File: config.mk
export PLATFORM = sky130hd
export DESIGN_NAME = corner_peak_tile
export DESIGN_NICKNAME = d
export VERILOG_FILES = /design/src/rtl/corner_pkg.sv /design/src/rtl/corner_peak_fifo.sv /design/src/rtl/corner_peak_tile.sv
export SDC_FILE = /design/constraint.sdc
export NUM_CORES = 1
export LEC_CHECK = 0
export ABC_AREA = 0
export BUFFER_PORTS_ARGS = -buffer_cell sky130_fd_sc_hd__buf_4
export CORE_MARGIN = 1.5
export CORE_UTILIZATION = 40
export CTS_CLUSTER_DIAMETER = 30
export DETAILED_ROUTE_END_ITERATION = 16
export MAX_ROUTING_LAYER = met4
export PLACE_DENSITY_LB_ADDON = 0.08
export SLEW_MARGIN = 5
export SYNTH_ARGS = -nofsm -noshare
export SYNTH_HDL_FRONTEND = slang
export SYNTH_SLANG_ARGS = --single-unit
export TNS_END_PERCENT = 20
File: constraint.sdc
create_clock -name clk -period 61.3 [get_ports clk]
set_clock_uncertainty 0.1 [all_clocks]
set_input_delay 6.13 -clock clk [delete_from_list [all_inputs] [get_ports clk]]
set_output_delay 6.13 -clock clk [all_outputs]
set_load 0.005 [all_outputs]
File: src/rtl/corner_pkg.sv
// Shared types and constants for the corner-peak tile reducer and its result queue.
package corner_pkg;

  localparam int TILE_LOG2_DEF = 6;
  localparam int COORD_W       = 13;
  localparam int VAL_W         = 8;
  localparam int TILE_IDX_W    = 7;

  typedef struct packed {
    logic [VAL_W-1:0]      val;
    logic [COORD_W-1:0]    col;
    logic [COORD_W-1:0]    row;
    logic [TILE_IDX_W-1:0] tile_x;
    logic [TILE_IDX_W-1:0] tile_y;
    logic                  confident;
  } peak_result_t;

endpackage

File: src/rtl/corner_peak_fifo.sv
// Synchronous FIFO of peak results; a push on a full queue is accepted when a pop
// happens in the same cycle.
module corner_peak_fifo
  import corner_pkg::*;
#(
  parameter int DEPTH = 4
) (
  input  logic         clk,
  input  logic         rst,
  input  logic         i_push,
  input  peak_result_t i_data,
  input  logic         i_pop,
  output peak_result_t o_data,
  output logic         o_full,
  output logic         o_empty
);

  localparam int AW = (DEPTH > 1) ? $clog2(DEPTH) : 1;

  peak_result_t  r_mem [DEPTH];
  logic [AW-1:0] r_wr_ptr;
  logic [AW-1:0] r_rd_ptr;
  logic [AW:0]   r_count;
  logic          w_pop;
  logic          w_push;

  assign o_empty = (r_count == '0);
  assign o_full  = (r_count == (AW+1)'(DEPTH));
  assign o_data  = r_mem[r_rd_ptr];
  assign w_pop   = i_pop && !o_empty;
  assign w_push  = i_push && (!o_full || w_pop);

  // Pointers wrap naturally because DEPTH is a power of two.
  always_ff @(posedge clk or posedge rst) begin
    if (rst) begin
      r_wr_ptr <= '0;
      r_rd_ptr <= '0;
      r_count  <= '0;
      for (int i = 0; i < DEPTH; i++) r_mem[i] <= '0;
    end else begin
      if (w_push) begin
        r_mem[r_wr_ptr] <= i_data;
        r_wr_ptr        <= r_wr_ptr + 1'b1;
      end
      if (w_pop) r_rd_ptr <= r_rd_ptr + 1'b1;
      case ({w_push, w_pop})
        2'b10:   r_count <= r_count + 1'b1;
        2'b01:   r_count <= r_count - 1'b1;
        default: r_count <= r_count;
      endcase
    end
  end

endmodule

File: src/rtl/corner_peak_tile.sv
// Reduces the corner-response stream to one peak per square tile and queues the results.
// Build option CORNER_PEAK_SUPPRESS_EN: drop tiles whose peak is below THRESH.
module corner_peak_tile
  import corner_pkg::*;
#(
  parameter int TILE_LOG2  = TILE_LOG2_DEF,
  parameter int IMG_W      = 640,
  parameter int IMG_H      = 480,
  parameter int THRESH     = 32,
  parameter int FIFO_DEPTH = 4
) (
  input  logic                  clk,
  input  logic                  rst,
  input  logic                  in_valid,
  input  logic [VAL_W-1:0]      pix_in,
  input  logic [COORD_W-1:0]    col,
  input  logic [COORD_W-1:0]    row,
  output logic                  out_valid,
  input  logic                  out_ready,
  output logic [VAL_W-1:0]      peak_val,
  output logic [COORD_W-1:0]    peak_col,
  output logic [COORD_W-1:0]    peak_row,
  output logic [TILE_IDX_W-1:0] tile_x,
  output logic [TILE_IDX_W-1:0] tile_y,
  output logic                  confident,
  output logic                  overflow
);

  localparam int T      = 1 << TILE_LOG2;
  localparam int NUM_TX = (IMG_W + T - 1) / T;
  localparam int TX_W   = (NUM_TX > 1) ? $clog2(NUM_TX) : 1;
  localparam logic [COORD_W-1:0] W_LIM    = COORD_W'(IMG_W);
  localparam logic [COORD_W-1:0] H_LIM    = COORD_W'(IMG_H);
  localparam logic [COORD_W-1:0] LAST_COL = COORD_W'(IMG_W - 1);
  localparam logic [COORD_W-1:0] LAST_ROW = COORD_W'(IMG_H - 1);
  localparam logic [VAL_W-1:0]   THR      = VAL_W'(THRESH);

  // Stage 1: in-image pixel, registered.
  logic               r_s1_valid;
  logic [VAL_W-1:0]   r_s1_pix;
  logic [COORD_W-1:0] r_s1_col;
  logic [COORD_W-1:0] r_s1_row;

  always_ff @(posedge clk or posedge rst) begin
    if (rst) begin
      r_s1_valid <= 1'b0;
      r_s1_pix   <= '0;
      r_s1_col   <= '0;
      r_s1_row   <= '0;
    end else begin
      r_s1_valid <= in_valid && (col < W_LIM) && (row < H_LIM);
      r_s1_pix   <= pix_in;
      r_s1_col   <= col;
      r_s1_row   <= row;
    end
  end

  // Per tile-column running maximum.
  logic [VAL_W-1:0]   r_rec_val   [NUM_TX];
  logic [COORD_W-1:0] r_rec_col   [NUM_TX];
  logic [COORD_W-1:0] r_rec_row   [NUM_TX];
  logic               r_rec_valid [NUM_TX];

  logic [TX_W-1:0]    w_idx;
  logic               w_first;
  logic               w_close;
  logic               w_take;
  logic               w_rec_ok;
  logic               w_keep;
  logic               w_emit;
  peak_result_t       w_res;

  assign w_idx   = TX_W'(r_s1_col >> TILE_LOG2);
  assign w_first = (r_s1_col[TILE_LOG2-1:0] == '0) && (r_s1_row[TILE_LOG2-1:0] == '0);
  assign w_close = ((&r_s1_col[TILE_LOG2-1:0]) || (r_s1_col == LAST_COL)) &&
                   ((&r_s1_row[TILE_LOG2-1:0]) || (r_s1_row == LAST_ROW));
  // Strictly greater keeps the earlier pixel on ties.
  assign w_take   = w_first || (r_s1_pix > r_rec_val[w_idx]);
  assign w_rec_ok = w_first || r_rec_valid[w_idx];

  always_comb begin
    w_res.val       = w_take ? r_s1_pix : r_rec_val[w_idx];
    w_res.col       = w_take ? r_s1_col : r_rec_col[w_idx];
    w_res.row       = w_take ? r_s1_row : r_rec_row[w_idx];
    w_res.tile_x    = TILE_IDX_W'(r_s1_col >> TILE_LOG2);
    w_res.tile_y    = TILE_IDX_W'(r_s1_row >> TILE_LOG2);
    w_res.confident = (w_res.val >= THR);
  end

`ifdef CORNER_PEAK_SUPPRESS_EN
  assign w_keep = w_res.confident;
`else
  assign w_keep = 1'b1;
`endif

  assign w_emit = r_s1_valid && w_close && w_rec_ok && w_keep;

  always_ff @(posedge clk or posedge rst) begin
    if (rst) begin
      for (int i = 0; i < NUM_TX; i++) begin
        r_rec_val[i]   <= '0;
        r_rec_col[i]   <= '0;
        r_rec_row[i]   <= '0;
        r_rec_valid[i] <= 1'b0;
      end
    end else if (r_s1_valid) begin
      r_rec_val[w_idx]   <= w_res.val;
      r_rec_col[w_idx]   <= w_res.col;
      r_rec_row[w_idx]   <= w_res.row;
      r_rec_valid[w_idx] <= w_rec_ok && !w_close;
    end
  end

  // Stage 2: closed tile waiting to enter the queue.
  logic         r_push;
  peak_result_t r_push_data;

  always_ff @(posedge clk or posedge rst) begin
    if (rst) begin
      r_push      <= 1'b0;
      r_push_data <= '0;
    end else begin
      r_push      <= w_emit;
      r_push_data <= w_res;
    end
  end

  // Output handshake: a result transfers on a cycle with out_valid && out_ready;
  // while out_valid is high and out_ready low the head word is held unchanged.
  logic         w_full;
  logic         w_empty;
  logic         w_pop;
  peak_result_t w_head;
  logic         r_overflow;

  assign w_pop = out_valid && out_ready;

  corner_peak_fifo #(.DEPTH(FIFO_DEPTH)) u_fifo (
    .clk     (clk),
    .rst     (rst),
    .i_push  (r_push),
    .i_data  (r_push_data),
    .i_pop   (w_pop),
    .o_data  (w_head),
    .o_full  (w_full),
    .o_empty (w_empty)
  );

  always_ff @(posedge clk or posedge rst) begin
    if (rst) r_overflow <= 1'b0;
    else if (r_push && w_full && !w_pop) r_overflow <= 1'b1;
  end

  assign out_valid = !w_empty;
  assign overflow  = r_overflow;
  assign peak_val  = w_head.val;
  assign peak_col  = w_head.col;
  assign peak_row  = w_head.row;
  assign tile_x    = w_head.tile_x;
  assign tile_y    = w_head.tile_y;
  assign confident = w_head.confident;

endmodule

==> qor.csv <==
metric,value,unit
dieArea,72700,sq um
cts_root_buffer,clkbuf_16,
placed_area,29700,sq um
place.gp.congestion,0.732,
max_stage_delay,0.70,ns
slew_violations,0,
start_util,0.405,
fin_ws,52.15,ns
clock-sinks,639,
cts.clk_slew.worst_paths,0.05,ns
whs,0.328,ns
ir_drop,22.7,uV
end_kind,output pin,
ys_ff_latch,639,
clk_path_buf_depth,3,
async_reset_ff_frac,1.00,
via_per_inst,5.30,
post-route-period-util,0.149,
cp-start-kind,flop,
synth.avg_cell_area,14.6,sq um
worst-setup-path-type,reg2out,
io_pins,89,
cts_buffers,155,
clock.fmax,109,MHz
netlist_area,28400,sq um
drc,0,
grt-ovfl-total,0,
die_w,270,microns
worstPathRequired,55.07,ns
ctsResizeCount,0,
hpwl,40400,microns
drv_cap,0,
grt_pass1_wl,112000,microns
wl,71600,microns
die_y,270,microns
p_per_area,38.0,nW/um^2
drtIter0Drc,883,
ant_nets,0,
yosys_warnings,0,
yosysUniqueCellTypes,55,
arrival,2.92,ns
design_area,35400,sq um
dp.cells,2852,
power,1.35,mW
utilization,0.504,
htree_levels,4,
insertion_delay,0.72,ns
synth-edff-count,0,
path_buf_inv,2,
grt_antenna_before_repair,3,
core,70100,sq um
cts_tree,built,
relSlewSlack,0.274,
timing.setup.tns,0,ns
port_buffers,88,
crit_path_max_fanout,31,
place_ws,51.60,ns
crit_top_cell,buf_4,
slowest_stage,dfrtp_4,
vias,16700,
grt_pass1_vias,18000,
first_pass_iters,5,
worst_pin_slew,1.09,ns
cts_hold_buf,0,
holdCritPathClass,reg2reg,
syn_inst,1947,
drive_above_1_share,0.483,
grt.total_usage,0.207,
rows,97,
path_delay_family,buffers and inverters,
fin_nets,2121,
synth_ff_type,dfrtp_1,
grt_max_degree,166,
status,completed,
leakagePower,17.0,nW
wl_per_cell,22.8,microns
report.final.hold_viol_count,0,
rsz0062_at_grt,no,
nFillCells,6034,
cp_cell_sequence,buf_4 > mux4_2 > buf_4,
syn2layout_area_growth,24.3,%
setup_violations,0,
final-instance-count-excl-fill,3143,
ys_seq_area_frac,0.562,
synth_nets,1999,
min_period,9.15,ns
post_cts_buffers,0,
## worst reg2reg max path, cell delays in order, from the launching register on
cell	delay, ns
dfrtp_4	0.62
buf_4	0.73
buf_4	0.81
mux2_2	0.42
a222oi_1	0.31
nand2_1	0.16
inv_1	0.08
ha_1	0.23
and3_1	0.20
a221o_1	0.34
o21ai_1	0.09
and3_2	0.33
buf_4	0.66
mux2i_1	0.85
inv_1	0.29
## logic make-up after synthesis
| kind of cell | Yosys count | synth area share |
|---|---|---|
| AND/OR/NAND/NOR | 213 | 0.0330 |
| flip-flops | 639 | 0.562 |
| AO/OA/AOI/OAI | 224 | 0.0549 |
| multiplexers | 674 | 0.304 |
| adder cells (fa/ha/maj) | 14 | 0.00642 |
| buffers and inverters | 177 | 0.0373 |
| XOR/XNOR | 6 | 0.00185 |
## cell usage in the layout (no fill, tap or decap), drive strengths merged, types with 4 or more instances in the layout
cell type,n
o221ai,22
clkinvlp,10
clkinv,47
nor2b,5
o31ai,17
nand4,4
o21ai,108
a222oi,7
nor4,8
mux2i,48
ha,13
nand2,150
clkbuf,203
mux2,567
a22oi,47
nor2,18
buf,118
o22a,7
a21oi,4
bufinv,22
mux4,59
and2,6
nand3,7
dfrtp,639
inv,30
## per-layer routing
layer | wire length (microns) | global-route usage | up-vias
li1 | - | - | 7393
met1 | 33700 | 0.281 | 8793
met2 | 33300 | 0.312 | 353
met3 | 3130 | 0.0431 | 122
met4 | 1520 | 0.0665 | 0
met5 | 0 | - | -
## power breakdown
part | leakage, nW | internal [mW] | switching, mW
logic | 5.45 | 0.0143 | 0.0289
clock network | 2.78 | 0.600 | 0.266
registers | 8.75 | 0.428 | 0.00819
total | 17.0 | 1.04 | 0.303
## registers in the layout, indices dropped and copies added, names as in the netlist, 2 cells and up
signal,flops
u_fifo.r_rd_ptr,2
r_rec_valid,10
r_s1_pix,8
u_fifo.r_mem,196
r_push_data,49
r_s1_row,13
r_rec_col,130
r_rec_val,80
u_fifo.r_count,3
u_fifo.r_wr_ptr,2
r_s1_col,13
r_rec_row,130
## synth_stat cells (3+ instances only)
master	instances	area [sq um]
nor2b_1	4	25.0
mux2i_1	48	480
a22oi_2	19	238
xor2_1	3	26.3
buf_4	7	52.6
nor2_1	18	67.6
mux2_4	123	1850
and2_1	5	31.3
a222oi_1	7	70.1
o21ai_0	101	505
buf_1	4	15.0
o22a_1	7	61.3
o21ai_1	7	35.0
mux4_2	59	1330
buf_2	42	210
nor4_1	6	37.5
mux2_2	443	4990
o211ai_1	3	22.5
nand4_1	4	25.0
nand3_1	7	35.0
a21o_1	3	22.5
o31ai_1	17	128
a21oi_1	4	20.0
nand2_1	149	559
dfrtp_1	639	16000
a22oi_1	28	210
buf_6	37	417
clkbuf_1	60	225
o221ai_1	22	193
ha_1	13	163
xnor2_1	3	26.3
inv_1	23	86.3
and3_1	3	18.8
## worst paths after layout
check	from	end	slack [ns]	cells past startpoint
setup / recovery	u_fifo.r_rd_ptr[0]	peak_col[6]	52.15	3
hold / removal	r_s1_col[10]	r_push_data[12]	0.33	0
setup reg to reg	r_s1_col[6]	r_push_data[45]	54.85	14
hold reg to reg	r_s1_col[10]	r_push_data[12]	0.33	0
max in group asynchronous	rst	r_rec_col[53]	52.55	5
min in group asynchronous	rst	u_fifo.r_rd_ptr[1]	5.51	2
## area by class of cell
cell class	instances	area, sq um	area share
antenna	3	7.51	0.000212
clock buffer	203	4390	0.124
clock inverter	85	1300	0.0367
inverter	24	97.6	0.00276
multi-input combinational	1131	11500	0.325
sequential	639	16000	0.453
tap	940	1180	0.0333
timing repair buffer	118	898	0.0254
Power figures use the tool's default switching activity.
